===== config.mk =====
export PLATFORM = sky130hd
export DESIGN_NAME = register_scoreboard
export DESIGN_NICKNAME = d
export VERILOG_FILES = /design/src/rtl/register_scoreboard.sv
export SDC_FILE = /design/constraint.sdc
export NUM_CORES = 1
export LEC_CHECK = 0
export ABC_AREA = 0
export BUFFER_PORTS_ARGS = -buffer_cell sky130_fd_sc_hd__buf_2
export CORE_ASPECT_RATIO = 1.2
export CORE_MARGIN = 5
export CORE_UTILIZATION = 62
export DETAILED_ROUTE_END_ITERATION = 8
export PLACE_DENSITY = 0.83
export SYNTH_ARGS = -nofsm -noshare
export SYNTH_HDL_FRONTEND = slang
export SYNTH_SLANG_ARGS = --single-unit

===== constraint.sdc =====
create_clock -name clk -period 5.6 [get_ports clk]
set_input_delay 0.84 -clock clk [delete_from_list [all_inputs] [get_ports clk]]
set_output_delay 0.84 -clock clk [all_outputs]
set_load 0.03 [all_outputs]

===== src/rtl/register_scoreboard.sv =====
// Per-register remaining-latency scoreboard that stalls ID until a pending result is forwardable.
// Optional SCOREBOARD_STATS_EN adds a saturating stall_cycles counter output.
module register_scoreboard #(
    parameter int NUM_REGS = 16,
    parameter int LAT_W    = 2,
    localparam int IDX_W   = $clog2(NUM_REGS)
) (
    input  logic                clk,
    input  logic                rst,
    input  logic                issue_valid,
    input  logic                issue_we,
    input  logic [IDX_W-1:0]    issue_rd,
    input  logic [LAT_W-1:0]    issue_lat,
    input  logic                hold,
    input  logic [IDX_W-1:0]    rs1,
    input  logic [IDX_W-1:0]    rs2,
    input  logic                rs1_used,
    input  logic                rs2_used,
    output logic                stall_ID,
    output logic                busy_rs1,
    output logic                busy_rs2,
`ifdef SCOREBOARD_STATS_EN
    output logic [31:0]         stall_cycles,
`endif
    output logic [NUM_REGS-1:0] pending_mask
);

    logic [LAT_W-1:0] cnt [NUM_REGS];
    logic             accept;

    always_comb begin
        pending_mask = '0;
        for (int r = 0; r < NUM_REGS; r++) begin
            pending_mask[r] = (cnt[r] != '0);
        end
    end

    assign busy_rs1 = rs1_used & pending_mask[rs1];
    assign busy_rs2 = rs2_used & pending_mask[rs2];
    assign stall_ID = busy_rs1 | busy_rs2;

    assign accept = issue_valid & issue_we & (issue_rd != '0) & ~stall_ID & ~hold;

    // x0 stays zero; an accepted issue overwrites its entry and beats that entry's decrement.
    always_ff @(posedge clk) begin
        cnt[0] <= '0;
        for (int r = 1; r < NUM_REGS; r++) begin
            if (rst) begin
                cnt[r] <= '0;
            end else if (!hold) begin
                if (accept && (issue_rd == IDX_W'(r))) begin
                    cnt[r] <= issue_lat;
                end else if (cnt[r] != '0) begin
                    cnt[r] <= cnt[r] - LAT_W'(1);
                end
            end
        end
    end

`ifdef SCOREBOARD_STATS_EN
    always_ff @(posedge clk) begin
        if (rst) begin
            stall_cycles <= '0;
        end else if (stall_ID && !hold && (stall_cycles != 32'hFFFF_FFFF)) begin
            stall_cycles <= stall_cycles + 32'd1;
        end
    end
`endif

endmodule


Word level (Yosys, flattened, before mapping)
Memories as Yosys holds them, arrays and structs flattened.
Cells that the tools add are included.
Operators by class
  add/sub/neg operators: 15
  order comparisons: 2
  equal/unequal tests: 15
  multiplexer cells: 171
  bitwise gates (word level): 39
  reductions and logical operators: 32
Operators with widths (number)
  two-way mux 1 bit: 139
  two-way mux 2 bit: 30
  == test 4 bit, second input constant: 8
  nonzero test 2 bit: 16
  OR 1 bit: 31
  subtractor 2 x 1 -> 2 bit, second input constant: 15
  == test 4 x 3 -> 1 bit, second input constant: 4
  logical AND 1 bit: 15
  less-than comparator 4 x 5 -> 1 bit, second input constant: 2
  binary-select mux 1 bit (select 4 bit): 2
  == test 4 x 2 -> 1 bit, second input constant: 2
  AND 1 bit: 6
  == test 4 x 1 -> 1 bit, second input constant: 1
  nonzero test 4 bit: 1
  NOT 1 bit: 2
Word-level totals
  bits in registers: 0
  memory bits (writable): 32
  input port bits: 21
  output and inout port bits: 19
  memories: 1
Memories
  cnt: words 16, width 2, rd ports 16, clocked after Yosys merged registers in 0, wr ports 16, line 28  | logic [LAT_W-1:0] cnt [NUM_REGS];

Depth between registers and ports, before layout
Gate-level depths: netlist of run 1.
  depth in word-level cells: 15
  gate-level depth with buffers: 8
  mapped depth without buffers: 7

Worst setup path after synthesis of run 1
OpenSTA, ideal clock, no wires.
  path kind: in2out
  from: in rs2[1]
  to: out stall_ID
  arrival time: 2364 ps
  required time: 4760 ps
  path slack: 2396 ps
  stages on the path: 7
  path through: buf_6 and2b_1 mux4_2 o221ai_2 buf_6 and2_1 inv_1
Between the ends
  longest elaborated chain between the ends: 4
RTL lines
  start: declaration: line 16  | input logic [IDX_W-1:0] rs2,
  binary-select mux 1 bit (select 4 bit): line 39  | assign busy_rs2 = rs2_used & pending_mask[rs2];
  two-way mux 1 bit (not written as such): line 39
  AND 1 bit: line 39
  OR 1 bit: line 40  | assign stall_ID = busy_rs1 | busy_rs2;
  end: declaration: line 19  | output logic stall_ID,
Every way passes these cells. The select of a mux whose other input is x is not followed.

==> results of run 1 <==
==> worst max-delay path, delay by kind of cell, from the launching register on <==
| family | cells | cell delay, ns |
|---|---|---|
| mux | 1 | 0.46 |
| buf+inv | 4 | 0.61 |
| fa+ha+maj | 1 | 0.25 |
| simple gates | 2 | 0.39 |
| compound gates | 1 | 0.18 |
| flops | 1 | 0.37 |
==> logic make-up (layout without fill, tap and decap cells) <==
group,after synthesis,in the layout,share of synthesized area
compound gates,21,21,0.0661
fa+ha+maj,15,15,0.0729
buf+inv,65,99,0.108
flops,30,30,0.350
mux,44,44,0.191
other cells,1,1,0.00146
simple gates,76,76,0.211
==> power groups by stage <==
stage / logic [uW] / registers [uW] / clock network (uW)
6_report: 217 / 281 / 162
5_1_grt: 240 / 283 / 173
4_1_cts: 219 / 281 / 163
3_5_place_dp: 218 / 286 / 0
3_3_place_gp: 213 / 284 / 0
2_1_floorplan: 162 / 283 / 0
==> synth_stat cells, drive strengths merged <==
library cell	n	area share
or3	30	0.073
nand2b	6	0.015
nand3	12	0.062
mux4	4	0.035
o2bb2ai	2	0.0068
nor4	4	0.0097
o21ai	2	0.0039
inv	50	0.073
clkbuf	9	0.013
nand4b	3	0.010
conb	1	0.0015
o211ai	15	0.044
and2b	2	0.0058
nand3b	1	0.0029
mux2i	38	0.15
buf	5	0.020
clkinv	1	0.0015
ha	15	0.073
nor3	9	0.017
o221ai	2	0.012
edfxtp	30	0.35
mux2	2	0.0087
or2	1	0.0024
and2	1	0.0024
nor2	3	0.0044
nand2	4	0.0058
==> routing by layer <==
| layer | global-route usage | share of wire | up-vias |
|---|---|---|---|
| li1 | - | - | 971 |
| met1 | 0.265 | 0.40 | 919 |
| met2 | 0.389 | 0.53 | 49 |
| met3 | 0.0392 | 0.058 | 7 |
| met4 | 0.0936 | 0.015 | 0 |
| met5 | 0 | 0 | - |
==> layout make-up <==
type                    instances  area, um2
flip-flops and latches         30        901
clock buffers                   5       68.8
well taps                      54       67.6
repair buffers                 40        205
fillers                       332       1130
multi-input cells             157       1400
inverters                      51        191
clock inverters                 3       11.3
==> metrics by stage <==
stage / hold slack [ns] / worst slack, ns / util / area [um2] / std cells
3_5_place_dp: 0.656 / 2.26 / 0.695 / 2760 / 332
5_1_grt: 0.713 / 2.07 / 0.716 / 2840 / 340
3_3_place_gp: 0.652 / 2.29 / 0.695 / 2760 / 332
2_1_floorplan: 0.633 / 2.40 / - / 2580 / 252
6_report: 0.666 / 2.23 / 0.716 / 2840 / 340
4_1_cts: 0.668 / 2.23 / 0.716 / 2840 / 340
==> worst max-delay path by stage <==
stage / endpoint / cells past startpoint
final: stall_ID / 9
after global routing: stall_ID / 9
after detailed placement: stall_ID / 8
after floorplan: stall_ID / 7
after global placement: stall_ID / 8
after CTS: stall_ID / 9
==> impl_metrics.ini, run 1 <==
[flow_run]
drv_cap = 0

[floorplanning]
core_area_mm2 = 0.00397
floorplan.die_area_mm2 = 0.00555
die_width_um = 68.8
start_util = 0.649
height_of_the_die_um = 80.6
rows = 25
num_io_pins = 40

[global_routing]
via_count_of_the_first_global_routing_pass = 2032
gr-total-overflow = 0
grt_pass1_wl_um = 9290
antenna_found_initial = 0
grt_max_degree = 31
track_usage = 0.224

[power]
sequentialPowerShare = 0.426
vdd.ir_drop.worst_mv = 0.204
sw_frac_of_total = 0.343
p_leak_uw = 0.00135
totalPowerFinal_uw = 660
cellInternalPower_uw = 433
clock_power_share = 0.245
power.net_switching_uw = 227
combPwrFrac = 0.330
cellPowerDensity_mw_per_mm2 = 232

[clock_network]
cts_tree = done
clkSlewWorstSetupHoldPaths_ns = 0.06
clock_sinks = 30
cts.htree.levels = 2
post_cts_resized = 0
postCtsSetupRepairBufs = 0
ctsRootBufferMaster = clkbuf_8
clock_insertion_delay_worst_skew_ns = 0.28
numCtsBuffers = 5
clock_tree.buffer_depth = 2
hold_fix_buffers_cts = 0

[critical_path]
worst-path-max-fanout = 17
endpoint_kind = output port
regToRegStartpoint = cnt[0][4]$_DFFE_PP_
cpMostUsedCell = inv_1
timing_worst_setup_path_type = reg2out
critPathLaunch = cnt[0][4]$_DFFE_PP_
timing.reg2reg.setup_slack_ns = 2.95
crit_chain = inv_1 -> ha_1 -> and2b_1 -> mux4_2 -> o221ai_2 -> buf_4 -> and2_1 -> inv_1 -> buf_2
slowest_cell_on_the_critical_path = mux4_2
worstReg2RegEnd = cnt[0][9]$_DFFE_PP_
cp.required_ns = 4.76
timing.critical_path.arrival_ns = 2.53
timing.reg2reg.worst_path_depth = 8
startpoint_type = register
slowest_delay_ns = 0.46

[finish]
syn2layout_area_growth_pct = 10.3
layout_commonest_cell = inv_1
layout-drive-gt1-share = 0.217
antenna_cells_inserted = 0
mostFrequentLayoutCells = 50 x inv_1, 38 x mux2i_1, 38 x buf_2, 30 x or3_1, 30 x edfxtp_1
flip_flop_count_of_the_largest_register_after_layout = 30
register_bank_with_the_most_flops = cnt
num-nets-final = 321
reg_top3 = cnt x30

[synthesis]
number_of_register_bits_inferred_by_synthesis = 30
synthesis.yosys.warnings = 0
ys_seq_area_frac = 0.350
netlist_area_mm2 = 0.00258
post_synthesis_net_count = 288
yosys.cell_types.count = 28
postSynthAreaPerCell_um2 = 10.2
post_synth_inst_count = 252

[sta]
fin_tns_setup_ns = 0
timing.clock.skew_ns = 0.00447
hold_violation_total_from_the_final_report = 0
slew_headroom = 0.595
timing.final.setup_violations = 0
fin_crit_sh = 0.602
achievable-frequency_ghz = 0.297
finalMaxSlewViolations = 0
rsz_0062_raised_after_global_routing = no
finalCriticalPeriod_ns = 3.37
worst_slew_pin_slew_ns = 0.606

[routing]
drcViolationCount = 0
drtPass1Iterations = 4
wl_per_cell_um = 16.1
via_per_inst = 5.72
antenna_left = 0
drt-total-wl_um = 5480
vias = 1946
drt_iter0_markers = 101

[placement]
finalWeightedCongestion = 0.917
portBuffers = 38
detailedPlacementHpwl_um = 4050

[hold_path]
holdCritStartpoint = cnt[0][10]$_DFFE_PP_
worst_hold_path_type = reg2reg
min_to = cnt[0][10]$_DFFE_PP_
worstHoldPathCells = 2

[run_status]
status = complete, no violations
No activity file was read; power rests on OpenSTA's default activity.
==> inputs of run 2 (changes only) <==
--- a/config.mk
+++ b/config.mk
@@ -9,9 +9,9 @@
 export BUFFER_PORTS_ARGS = -buffer_cell sky130_fd_sc_hd__buf_2
 export CORE_ASPECT_RATIO = 1.2
 export CORE_MARGIN = 5
-export CORE_UTILIZATION = 62
+export CORE_UTILIZATION = 52
 export DETAILED_ROUTE_END_ITERATION = 8
-export PLACE_DENSITY = 0.83
+export PLACE_DENSITY = 0.74
 export SYNTH_ARGS = -nofsm -noshare
 export SYNTH_HDL_FRONTEND = slang
 export SYNTH_SLANG_ARGS = --single-unit
==> constraint.sdc (replaced) <==
create_clock -name clk -period 3.1 [get_ports clk]
set_input_delay 0.465 -clock clk [delete_from_list [all_inputs] [get_ports clk]]
set_output_delay 0.465 -clock clk [all_outputs]
set_load 0.03 [all_outputs]
==> run 2 against run 1 <==
Net effect: first-iteration DRC count down 9.9%; critical path depth unchanged; non-clock buffer count up 4; via count up 3.0%; global-route usage down 3.3 points; critical path type unchanged; critical endpoint unchanged.
==> impl_metrics.ini, run 2 (synthesis results as in run 1) <==
[run_status]
status = complete, no violations

[power]
cellPowerDensity_mw_per_mm2 = 414
p_leak_uw = 0.00137
vdd.ir_drop.worst_mv = 0.271

[critical_path]
regToRegStartpoint = cnt[0][4]$_DFFE_PP_
startpoint_type = register
timing.critical_path.arrival_ns = 2.50
critPathBufInv = 4
timing.reg2reg.worst_path_depth = 8
endpoint_kind = output port
timing_worst_setup_path_type = reg2out
worst-path-max-fanout = 15
cpMostUsedCell = inv_1
cp.required_ns = 2.63
slowest_delay_ns = 0.47
timing.reg2reg.setup_slack_ns = 0.43
worstReg2RegEnd = cnt[1][9]$_DFFE_PP_
path_delay_family = buffers and inverters
crit_chain = inv_1 -> ha_1 -> and2b_1 -> mux4_2 -> o221ai_2 -> buf_4 -> and2_1 -> inv_1 -> buf_2
slowest_cell_on_the_critical_path = mux4_2

[routing]
antenna_left = 0
drcViolationCount = 0
vias = 2005
drtPass1Iterations = 4
drt_iter0_markers = 91
via_per_inst = 5.76
wl_per_cell_um = 16.1
drt-total-wl_um = 5590

[global_routing]
grt_use_met2 = 0.337
track_usage = 0.191
globalRouteMet1Util = 0.226
gr-total-overflow = 0
gr-max-usage-layer = met2
via_count_of_the_first_global_routing_pass = 1993
grt_max_degree = 31
antenna_found_initial = 0
grt.met3_usage = 0.0381
grt_pass1_wl_um = 9430

[floorplanning]
floorplan.die_area_mm2 = 0.00647
num_io_pins = 40
die_width_um = 74.3
start_util = 0.529
height_of_the_die_um = 87.1
rows = 28
core_area_mm2 = 0.00487

[finish]
layout-drive-gt1-share = 0.229
mostFrequentLayoutCells = 50 x inv_1, 38 x mux2i_1, 38 x buf_2, 30 x or3_1, 30 x edfxtp_1
non_filler_cells_final = 348
seq_area_um2 = 901
multi_input_gate_area_in_the_final_layout_mm2 = 0.00141
register_bank_with_the_most_flops = cnt
finalCoreUtilization = 0.592
reg_top3 = cnt x30
flip_flop_count_of_the_largest_register_after_layout = 30
num-nets-final = 325
antenna_cells_inserted = 0
layout.filler_cells = 433
syn2layout_area_growth_pct = 11.9
layout_commonest_cell = inv_1

[clock_network]
clock_tree.buffer_depth = 2
ctsRootBufferMaster = clkbuf_8
clock_sinks = 30
postCtsSetupRepairBufs = 0
numCtsBuffers = 5
hold_fix_buffers_cts = 0
clkSlewWorstSetupHoldPaths_ns = 0.06
clock_insertion_delay_worst_skew_ns = 0.28
post_cts_resized = 0
cts_tree = done
cts.htree.levels = 2

[sta]
finalMaxSlewViolations = 0
timing.final.setup_violations = 0
fin_crit_sh = 0.956
finalCriticalPeriod_ns = 2.96
timing.clock.skew_ns = 0.00487
fin_tns_setup_ns = 0
achievable-frequency_ghz = 0.337
hold_violation_total_from_the_final_report = 0
worst_slew_pin_slew_ns = 0.650
slew_headroom = 0.566

[placement]
portBuffers = 38
finalWeightedCongestion = 0.799
numPlacedInstances = 342
detailedPlacementHpwl_um = 4180

[flow_run]
drv_cap = 0

[hold_path]
holdCritStartpoint = cnt[1][0]$_SDFFCE_PN0P_
min_to = cnt[1][0]$_SDFFCE_PN0P_
worstHoldPathCells = 2
worst_hold_path_type = reg2reg
run 2: cell count changes in the layout (fill, tap and decap cells not counted), sizes merged:
cell / before / now
buf: 40 / 44
clkinv: 4 / 2
run 2: worst max-delay path by stage:
stage	startpoint	to	slack (ns)	cells after the start
2_1_floorplan	cnt[0][4]$_DFFE_PP_	stall_ID	0.57	8
3_3_place_gp	cnt[0][4]$_DFFE_PP_	stall_ID	0.48	9
3_5_place_dp	cnt[0][4]$_DFFE_PP_	cnt[1][9]$_DFFE_PP_	0.43	8
4_1_cts	cnt[0][4]$_DFFE_PP_	stall_ID	0.11	9
5_1_grt	cnt[0][4]$_DFFE_PP_	stall_ID	-0.02	9
6_report	cnt[0][4]$_DFFE_PP_	stall_ID	0.14	9
run 2: area by class of cell:
class / instances / share of cell area
well taps: 60 / 0.0260
flip-flops and latches: 30 / 0.312
repair buffers: 44 / 0.0816
inverters: 51 / 0.0664
clock buffers: 5 / 0.0239
clock inverters: 1 / 0.00130
multi-input cells: 157 / 0.489
run 2: worst min-delay path: cells and delay by family, from the launching register on:
family,cells,cell delay [ns]
DFF,1,0.34
muxes,1,0.06
and+or+nand+nor,1,0.10
run 2: through the flow:
| stage | worst slack (ns) | hold slack (ns) | total power, uW | cell area, um2 |
|---|---|---|---|---|
| after CTS | 0.112 | 0.669 | 1200 | 2870 |
| final | 0.135 | 0.667 | 1190 | 2880 |
| after detailed placement | 0.429 | 0.657 | 912 | 2800 |
| after global placement | 0.478 | 0.651 | 904 | 2800 |
| after floorplan | 0.572 | 0.633 | 805 | 2580 |
| after global routing | -0.0216 | 0.698 | 1260 | 2880 |
run 2: where the power goes:
part	leakage, uW	switching (uW)	total, uW	internal (uW)
Sequential	0.000320	12.8	508	495
Clock	0.0000375	140	286	146
Combinational	0.00101	256	401	145
run 2: layer usage:
layer  routed length, um  share of wire  vias up
met3                 258          0.046       12
met5                   0              0        -
met1                2220           0.40      966
li1                    -              -      976
met2                2990           0.54       51
met4                 113          0.020        0
==> inputs of run 3 (changes only) <==
--- a/config.mk
+++ b/config.mk
@@ -9,9 +9,10 @@
 export BUFFER_PORTS_ARGS = -buffer_cell sky130_fd_sc_hd__buf_2
 export CORE_ASPECT_RATIO = 1.2
 export CORE_MARGIN = 5
-export CORE_UTILIZATION = 52
+export CORE_UTILIZATION = 33
 export DETAILED_ROUTE_END_ITERATION = 8
-export PLACE_DENSITY = 0.74
+export GPL_TIMING_DRIVEN = 0
+export PLACE_DENSITY = 0.5
 export SYNTH_ARGS = -nofsm -noshare
 export SYNTH_HDL_FRONTEND = slang
 export SYNTH_SLANG_ARGS = --single-unit
==> run 3 against run 2 <==
Net effect: critical path depth stayed put; die area grew 50%; sequential power is essentially flat; first-iteration DRC count fell by 55%; via count down 1.3%; worst hold slack worse by 0.0014 ns; sequential cell count did not move; clock power increased by 7.3%; cell area grew 4.1%.
==> impl_metrics.ini, run 3 (synthesis results as in run 1) <==
[finish]
syn2layout_area_growth_pct = 16.6
antenna_cells_inserted = 0
layout_commonest_cell = inv_1
flip_flop_count_of_the_largest_register_after_layout = 30
layout-drive-gt1-share = 0.226
register_bank_with_the_most_flops = cnt
num-nets-final = 332
reg_top3 = cnt x30
mostFrequentLayoutCells = 50 x inv_1, 38 x mux2i_1, 35 x buf_2, 30 x or3_1, 30 x edfxtp_1

[global_routing]
via_count_of_the_first_global_routing_pass = 2100
grt_max_degree = 11
track_usage = 0.136
grt_pass1_wl_um = 10400
antenna_found_initial = 0
gr-total-overflow = 0

[power]
combPwrFrac = 0.341
sequentialPowerShare = 0.411
clock_power_share = 0.249
cellPowerDensity_mw_per_mm2 = 411
power.net_switching_uw = 431
p_leak_uw = 0.00139
vdd.ir_drop.worst_mv = 0.243
sw_frac_of_total = 0.349
cellInternalPower_uw = 805

[placement]
portBuffers = 35
finalWeightedCongestion = 0.758
place_ws_ns = 0.197
detailedPlacementHpwl_um = 4830

[clock_network]
cts.htree.levels = 2
numCtsBuffers = 5
hold_fix_buffers_cts = 0
cts_tree = done
clock_tree.buffer_depth = 2
ctsRootBufferMaster = clkbuf_8
clkSlewWorstSetupHoldPaths_ns = 0.07
clock_sinks = 30
clock_insertion_delay_worst_skew_ns = 0.28

[run_status]
status = complete, no violations

[floorplanning]
num_io_pins = 40
core_area_mm2 = 0.00766
die_width_um = 90.7
floorplan.die_area_mm2 = 0.00968
rows = 35
height_of_the_die_um = 107
start_util = 0.336

[critical_path]
cpMostUsedCell = inv_1
timing_worst_setup_path_type = reg2out
slowest_cell_on_the_critical_path = mux4_2
startpoint_type = register
endpoint_kind = output port
cp.required_ns = 2.63
path_delay_family = multiplexers
worst-path-max-fanout = 10
slowest_delay_ns = 0.50
crit_chain = inv_1 -> ha_1 -> mux2i_1 -> mux4_2 -> o221ai_4 -> buf_8 -> and2_1 -> inv_1 -> buf_2
critPathBufInv = 4
timing.critical_path.arrival_ns = 2.45

[sta]
slew_headroom = 0.593
timing.final.setup_violations = 0
final_critical_path_setup_slack_ns = 0.186
achievable-frequency_ghz = 0.343
finalCriticalPeriod_ns = 2.91
finalMaxSlewViolations = 0
fin_tns_setup_ns = 0
fin_crit_sh = 0.940
worst_slew_pin_slew_ns = 0.611
rsz_0062_raised_after_global_routing = no
hold_violation_total_from_the_final_report = 0
timing.clock.skew_ns = 0.00503

[routing]
via_per_inst = 5.08
wl_per_cell_um = 16.1
vias = 1978
drtPass1Iterations = 4
antenna_left = 0
drcViolationCount = 0
drt-total-wl_um = 6250
drt_iter0_markers = 41

[hold_path]
worst_hold_path_type = reg2reg

[flow_run]
drv_cap = 0
[run 3: layer usage]
layer / vias to the layer above / share of wire / GRT usage
li1: 995 / - / -
met1: 951 / 0.42 / 0.156
met2: 27 / 0.54 / 0.257
met3: 5 / 0.028 / 0.0246
met4: 0 / 0.011 / 0.0362
met5: - / 0 / 0
[run 3: worst paths after layout]
check	start	end	slack [ns]	depth (start not counted)
setup / recovery	cnt[0][2]$_DFFE_PP_	stall_ID	0.19	9
hold / removal	cnt[1][0]$_SDFFCE_PN0P_	cnt[1][0]$_SDFFCE_PN0P_	0.67	2
setup reg to reg	cnt[0][12]$_DFFE_PP_	cnt[1][9]$_DFFE_PP_	0.45	8
hold reg to reg	cnt[1][0]$_SDFFCE_PN0P_	cnt[1][0]$_SDFFCE_PN0P_	0.67	2
[run 3: layout make-up]
type	count	area, um2
buffer	14	98.8
clock buffer	6	72.6
clock inverter	2	8.76
fill	791	4660
inverter	51	191
multi-input combinational	157	1430
sequential	30	901
tap	92	115
timing repair buffer	37	190
[run 3: power groups by stage]
| stage | combinational (uW) | sequential [uW] | clock, uW |
|---|---|---|---|
| 4_1_cts | 425 | 508 | 320 |
| 2_1_floorplan | 293 | 512 | 0 |
| 3_5_place_dp | 411 | 516 | 0 |
| 3_3_place_gp | 407 | 515 | 0 |
| 6_report | 421 | 507 | 307 |
| 5_1_grt | 471 | 512 | 340 |
[run 3: worst min-delay path: stages (launching register included)]
cell	delay, ns
edfxtp_1	0.34
or3_1	0.10
mux2i_1	0.06
[run 3: timing repair]
item / in CTS / in global routing
pin swaps: 1 / 1
gates resized for setup: 4 / 3
setup buffers: 1 / 1
setup endpoints to repair: 1 / 2
[run 3: metrics by stage]
stage          cells  hold slack [ns]  cell area (um2)  power (uW)  utilization
6_report         389            0.666             3000        1240        0.392
5_1_grt          389            0.683             3000        1320        0.392
4_1_cts          388            0.672             2990        1250        0.390
3_5_place_dp     379            0.657             2870         927        0.374
3_3_place_gp     379            0.653             2870         922        0.374
2_1_floorplan    252            0.633             2580         805            -
